[config.mk]
export PLATFORM = sky130hd
export DESIGN_NAME = multicycle_controller
export DESIGN_NICKNAME = d
export VERILOG_FILES = /design/src/rtl/multicycle_controller.sv
export SDC_FILE = /design/constraint.sdc
export NUM_CORES = 1
export LEC_CHECK = 0
export CORE_UTILIZATION = 39
export DETAILED_ROUTE_END_ITERATION = 6
export GPL_TIMING_DRIVEN = 0
export PLACE_DENSITY_LB_ADDON = 0.2
export SYNTH_ARGS = -nofsm -noshare
export SYNTH_HDL_FRONTEND = slang
export SYNTH_SLANG_ARGS = --single-unit
[constraint.sdc]
create_clock -name clk -period 1.6 [get_ports clk]
set_input_delay 0.32 -clock clk [delete_from_list [all_inputs] [get_ports clk]]
set_output_delay 0.32 -clock clk [all_outputs]
set_load 0.02 [all_outputs]
[src/rtl/multicycle_controller.sv]
// Multicycle RV32I control FSM: sequences ALU, register file, PC and the unified
// memory port over several cycles per instruction; aluop is decoded downstream.
module multicycle_controller #(
  parameter int STATE_W = 4
) (
  input  logic               clk,
  input  logic               rst,
  input  logic [6:0]         op,
  input  logic               zero,
  input  logic               mem_ready,
  output logic               pcwrite,
  output logic               adrsrc,
  output logic               memwrite,
  output logic               irwrite,
  output logic [1:0]         resultsrc,
  output logic [1:0]         alusrca,
  output logic [1:0]         alusrcb,
  output logic [1:0]         aluop,
  output logic               regwrite,
  output logic               instr_done,
  output logic               illegal_instr,
  output logic [STATE_W-1:0] state_o
);

  typedef enum logic [3:0] {
    FETCH    = 4'd0,
    DECODE   = 4'd1,
    MEMADR   = 4'd2,
    MEMREAD  = 4'd3,
    MEMWB    = 4'd4,
    MEMWRITE = 4'd5,
    EXECR    = 4'd6,
    EXECI    = 4'd7,
    ALUWB    = 4'd8,
    BEQ      = 4'd9,
    JAL      = 4'd10
  } state_t;

  localparam logic [6:0] OP_LW   = 7'b0000011;
  localparam logic [6:0] OP_SW   = 7'b0100011;
  localparam logic [6:0] OP_R    = 7'b0110011;
  localparam logic [6:0] OP_I    = 7'b0010011;
  localparam logic [6:0] OP_BEQ  = 7'b1100011;
  localparam logic [6:0] OP_JAL  = 7'b1101111;

  state_t state, state_next;

  always_ff @(posedge clk or posedge rst) begin
    if (rst) state <= FETCH;
    else     state <= state_next;
  end

  assign state_o = STATE_W'(state);

  always_comb begin
    state_next    = FETCH;
    pcwrite       = 1'b0;
    adrsrc        = 1'b0;
    memwrite      = 1'b0;
    irwrite       = 1'b0;
    resultsrc     = 2'b00;
    alusrca       = 2'b00;
    alusrcb       = 2'b00;
    aluop         = 2'b00;
    regwrite      = 1'b0;
    instr_done    = 1'b0;
    illegal_instr = 1'b0;
    case (state)
      FETCH: begin
        alusrcb    = 2'b10;
        resultsrc  = 2'b10;
        irwrite    = mem_ready;
        pcwrite    = mem_ready;
        state_next = mem_ready ? DECODE : FETCH;
      end
      DECODE: begin
        // ALU computes oldPC + imm here so BEQ can reuse it as the branch target
        alusrca = 2'b01;
        alusrcb = 2'b01;
        case (op)
          OP_LW, OP_SW: state_next = MEMADR;
          OP_R:         state_next = EXECR;
          OP_I:         state_next = EXECI;
          OP_BEQ:       state_next = BEQ;
          OP_JAL:       state_next = JAL;
          default: begin
            illegal_instr = 1'b1;
            state_next    = FETCH;
          end
        endcase
      end
      MEMADR: begin
        alusrca    = 2'b10;
        alusrcb    = 2'b01;
        state_next = (op == OP_LW) ? MEMREAD : MEMWRITE;
      end
      MEMREAD: begin
        adrsrc     = 1'b1;
        state_next = mem_ready ? MEMWB : MEMREAD;
      end
      MEMWB: begin
        resultsrc  = 2'b01;
        regwrite   = 1'b1;
        instr_done = 1'b1;
      end
      MEMWRITE: begin
        adrsrc     = 1'b1;
        memwrite   = 1'b1;
        instr_done = mem_ready;
        state_next = mem_ready ? FETCH : MEMWRITE;
      end
      EXECR: begin
        alusrca    = 2'b10;
        aluop      = 2'b10;
        state_next = ALUWB;
      end
      EXECI: begin
        alusrca    = 2'b10;
        alusrcb    = 2'b01;
        aluop      = 2'b10;
        state_next = ALUWB;
      end
      ALUWB: begin
        regwrite   = 1'b1;
        instr_done = 1'b1;
      end
      BEQ: begin
        alusrca    = 2'b10;
        aluop      = 2'b01;
        pcwrite    = zero;
        instr_done = 1'b1;
      end
      JAL: begin
        alusrca    = 2'b01;
        alusrcb    = 2'b10;
        pcwrite    = 1'b1;
        state_next = ALUWB;
      end
      default: begin
        alusrcb   = 2'b10;
        resultsrc = 2'b10;
      end
    endcase
    // Reset forces FETCH asynchronously; also mask mem_ready-driven enables
    if (rst) begin
      pcwrite       = 1'b0;
      irwrite       = 1'b0;
      memwrite      = 1'b0;
      regwrite      = 1'b0;
      instr_done    = 1'b0;
      illegal_instr = 1'b0;
    end
  end

endmodule

==> out/qor_table.md <==
| Group | Metric | This run |
|---|---|---|
| power | Total power of the final layout | 0.000560 W |
| run | Max Cap Violations | 0 |
| sta | RSZ-0062 raised after global routing | true |
| critical path | Setup Crit Path Kind | register to output pin |
| floorplanning | Core Footprint | 1370 um^2 |
| routing | Via Count | 839 |
| critical path | Startpoint type of the worst setup path | register |
| power | P_leak | 0.489 nW |
| yosys | Async set-or-reset flop fraction in the synthesized netlist | 100% |
| run status | Result of the run | complete, but fails checks |
| critical path | Depth of the worst register-to-register path | 6 |
| global routing | Largest net degree at the start of global routing | 11 |
| routing | Number of design rule violations left after detail routing | 0 |
| sta | Pins over their slew limit | 0 |
| routing | WL/cell | 16.6 um |
| yosys | Cell type with the largest total area after synthesis | sky130_fd_sc_hd__dfrtp_1 |
| place | Area of placed instances | 950 um^2 |
| sta | Setup violations, final | 12 |
| place | Worst slack after detailed placement | -0.818 ns |
| floorplanning | Vertical die dimension | 41.1 um |
| final layout | Post-layout nets | 138 |
| power | Highest ir drop seen on vdd | 0.568 mV |
| power | Combinational fraction of design power | 53.6% |
| clocking | Number of buffers created by CTS | 3 |
| clocking | Buffer type at the clock tree root | sky130_fd_sc_hd__clkbuf_4 |
| critical path | Crit. End Element | output pin |
| yosys | Seq cells post-synth | 4 |
| clocking | CTS Buffer Depth | 2 |
| yosys | Cells taking the most area after synthesis | sky130_fd_sc_hd__dfrtp_1, sky130_fd_sc_hd__and3b_1, sky130_fd_sc_hd__nor2b_1, sky130_fd_sc_hd__a21oi_1, sky130_fd_sc_hd__o21ai_0 |
| power | Switching share of total power | 38.5% |
| global routing | Via count of the first global-routing pass | 731 |
| final layout | Post-Layout Cell Count | 141 |
| place | Cell count after placement | 125 |
| floorplanning | Row Count | 13 |
| clocking | Clock transition at the register clock pins on the worst setup and hold paths after CTS | 0.05 ns |
| critical path | Endpoint required time on the critical path | 1.28 ns |
| power | Sequential cell fraction of total power | 20.7% |
| routing | Detail-routed via count per cell | 5.95 |
| final layout | Fraction of final layout cells sized beyond drive strength 1 | 48.4% |
| sta | Hold violation total from the final report | 0 |
| sta | Setup skew after layout | 0.0105 ns |
| min path | Classification of the worst-slack hold path | input pin to asynchronous set/reset pin |
| global routing | Remaining global-route overflow | 0 |
| clocking | CTS H-tree depth | 1 |
| final layout | Flip-flop count of the largest register, all copies and words added | 4 |
| sta | Worst Slack Setup Final | -0.166 ns |
| global routing | Overall track demand over capacity in global routing | 26.1% |
| sta | Final period demand of the worst path | 1.77 ns |
| floorplanning | Die ar. | 1690 um^2 |
| global routing | Initial antenna violation count | 0 |
| clocking | Total clock sinks | 4 |
| yosys | Number of warnings printed during yosys synthesis | 0 |
| clocking | TritonCTS clock tree | yes |
| yosys | Sequential cell area fraction in the yosys report | 16.8% |
| routing | Detailed-route wire length | 2.34 mm |
| power | Net Sw Power | 0.000216 W |
| power | Int Pwr | 0.000344 W |
| yosys | Nets in the synthesized netlist | 92 |
| sta | FMAX | 566 MHz |
| floorplanning | Num ports | 30 |
| global routing | Global-route wire length before repair | 2.93 mm |
| yosys | Area share of the largest cell type after synthesis | 16.8% |
| clocking | Cts-stage hold buffer count | 0 |
| yosys | Dominant register cell in the synthesized netlist | sky130_fd_sc_hd__dfrtp_1 |
| critical path | Arrival time of the worst setup path | 1.45 ns |
| routing | Iter 0 DRT Violations | 26 |
| floorplanning | Initial core utilization | 43.6% |
| yosys | Synthesized area per cell | 7.35 um^2 |
| clocking | Clock latency at the later pin of the worst-skew pair | 0.24 ns |
| run status | Violated checks | setup timing |
| yosys | Post-Synthesis Cell Area | 596 um^2 |
| power | Power share of the clock group | 25.8% |
| floorplanning | Die extent in x | 41.1 um |
| yosys | Number of instances in the synthesized netlist | 81 |
| routing | Antenna-violating nets left | 0 |
| place | HPWL after detailed placement | 1.35 mm |
| place | Number of buffers added on ports | 29 |
| final layout | Antenna Cells | 0 |
| sta | Final Cycle Share | 110% |
| power | Power per unit of standard cell area | 499 nW/um^2 |
| routing | First-pass DRT Iterations | 4 |
| critical path | Biggest fanout along the worst timing path | 6 |
| sta | Relative slew slack | 72.6% |
| place | Gp weighted congestion | 0.782 |
| yosys | Number of unique standard cell types used by synthesis | 37 |
| sta | Worst slew pin tran | 0.411 ns |
| final layout | Area delta synth->final | 88.4% |
| final layout | Area of all placed cells without fillers | 1120 um^2 |
| yosys | Top cells by instance count after synthesis | sky130_fd_sc_hd__a21oi_1, sky130_fd_sc_hd__nand2_1, sky130_fd_sc_hd__nor2_1, sky130_fd_sc_hd__nor2b_1, sky130_fd_sc_hd__o21ai_0 |
| final layout | Core utilization of the finished layout | 82.1% |
| yosys | EDFF count, synth | 0 |
critical path, cell delays in order (launching register included):
cell and delay (ns):
sky130_fd_sc_hd__dfrtp_2 0.41, sky130_fd_sc_hd__buf_6 0.15, sky130_fd_sc_hd__buf_4 0.11, sky130_fd_sc_hd__nor2b_1 0.18, sky130_fd_sc_hd__and2_1 0.17, sky130_fd_sc_hd__buf_2 0.17
cell usage in the layout, fill, tap and decap left out, drive strengths merged, types with 2 or more instances in the layout:
cell and count:
a31oi 3, and2b 2, and3b 4, o2111ai 2
dlygate4sd2 7, nor3b 3, o21ai 5, and2 3
nand4 2, clkbuf 4, buf 32, clkdlybuf4s50 7
nand2 5, nor3 4, nor2 5, inv 4
a211oi 2, nor2b 5, dfrtp 4, nand2b 3
a21oi 5
power groups by stage:
| stage | clock [W] | sequential, W | combinational (W) |
|---|---|---|---|
| final | 0.000144 | 0.000116 | 0.000300 |
| after global routing | 0.000155 | 0.000116 | 0.000317 |
| after CTS | 0.000145 | 0.000115 | 0.000270 |
| after detailed placement | 0 | 0.000119 | 0.000249 |
| after global placement | 0 | 0.000118 | 0.000245 |
| after floorplan | 0 | 0.000122 | 0.000136 |
kinds of logic (layout without fill, tap and decap cells):
family | after synthesis | count (layout) | share of synthesized area, %
compound gates | 24 | 24 | 26.1
simple gates | 42 | 42 | 46.4
buf+inv | 9 | 54 | 7.77
xor+xnor | 2 | 2 | 2.94
flops | 4 | 4 | 16.8
path summary, 6_finish.rpt:
kind                             from    endpoint  slack (ns)
max                        state_o[0]      adrsrc       -0.17
min                               rst  state_o[3]        0.26
max reg2reg                state_o[1]  state_o[1]        0.15
min reg2reg                state_o[3]  state_o[0]        0.63
max in group asynchronous         rst  state_o[2]        1.16
min in group clk           state_o[3]  state_o[0]        0.63
layer usage:
metal  share of wire [%]  wire length, um  GRT usage (%)  up-vias
li1                    -                -              -      394
met1                  40              942           24.2      392
met2                  51             1210           55.9       49
met3                 7.0              164           6.52        4
met4                 1.2               28           2.50        0
met5                   0                0              0        -
what timing repair did:
action	CTS	global route
resized for setup	96	14
setup endpoints to repair	17	14
buffers inserted	9	2
pin swaps	5	2
cloned	1	0
final cells by class:
type | count | area [um^2]
multi-input combinational | 68 | 574
timing repair buffer | 41 | 329
sequential | 4 | 103
inverter | 4 | 15.0
buffer | 5 | 56.3
tap | 15 | 18.8
clock buffer | 4 | 26.3
fill | 94 | 244
per-stage QoR:
stage | hold slack, ns | TNS (ns)
5_1_grt | 0.270 | -1.82
4_1_cts | 0.241 | -1.16
3_5_place_dp | 0.716 | -6.73
6_report | 0.263 | -1.09
3_3_place_gp | 0.699 | -6.45
2_1_floorplan | 0.0995 | -0.111
No activity file was read; power rests on OpenSTA's default activity.
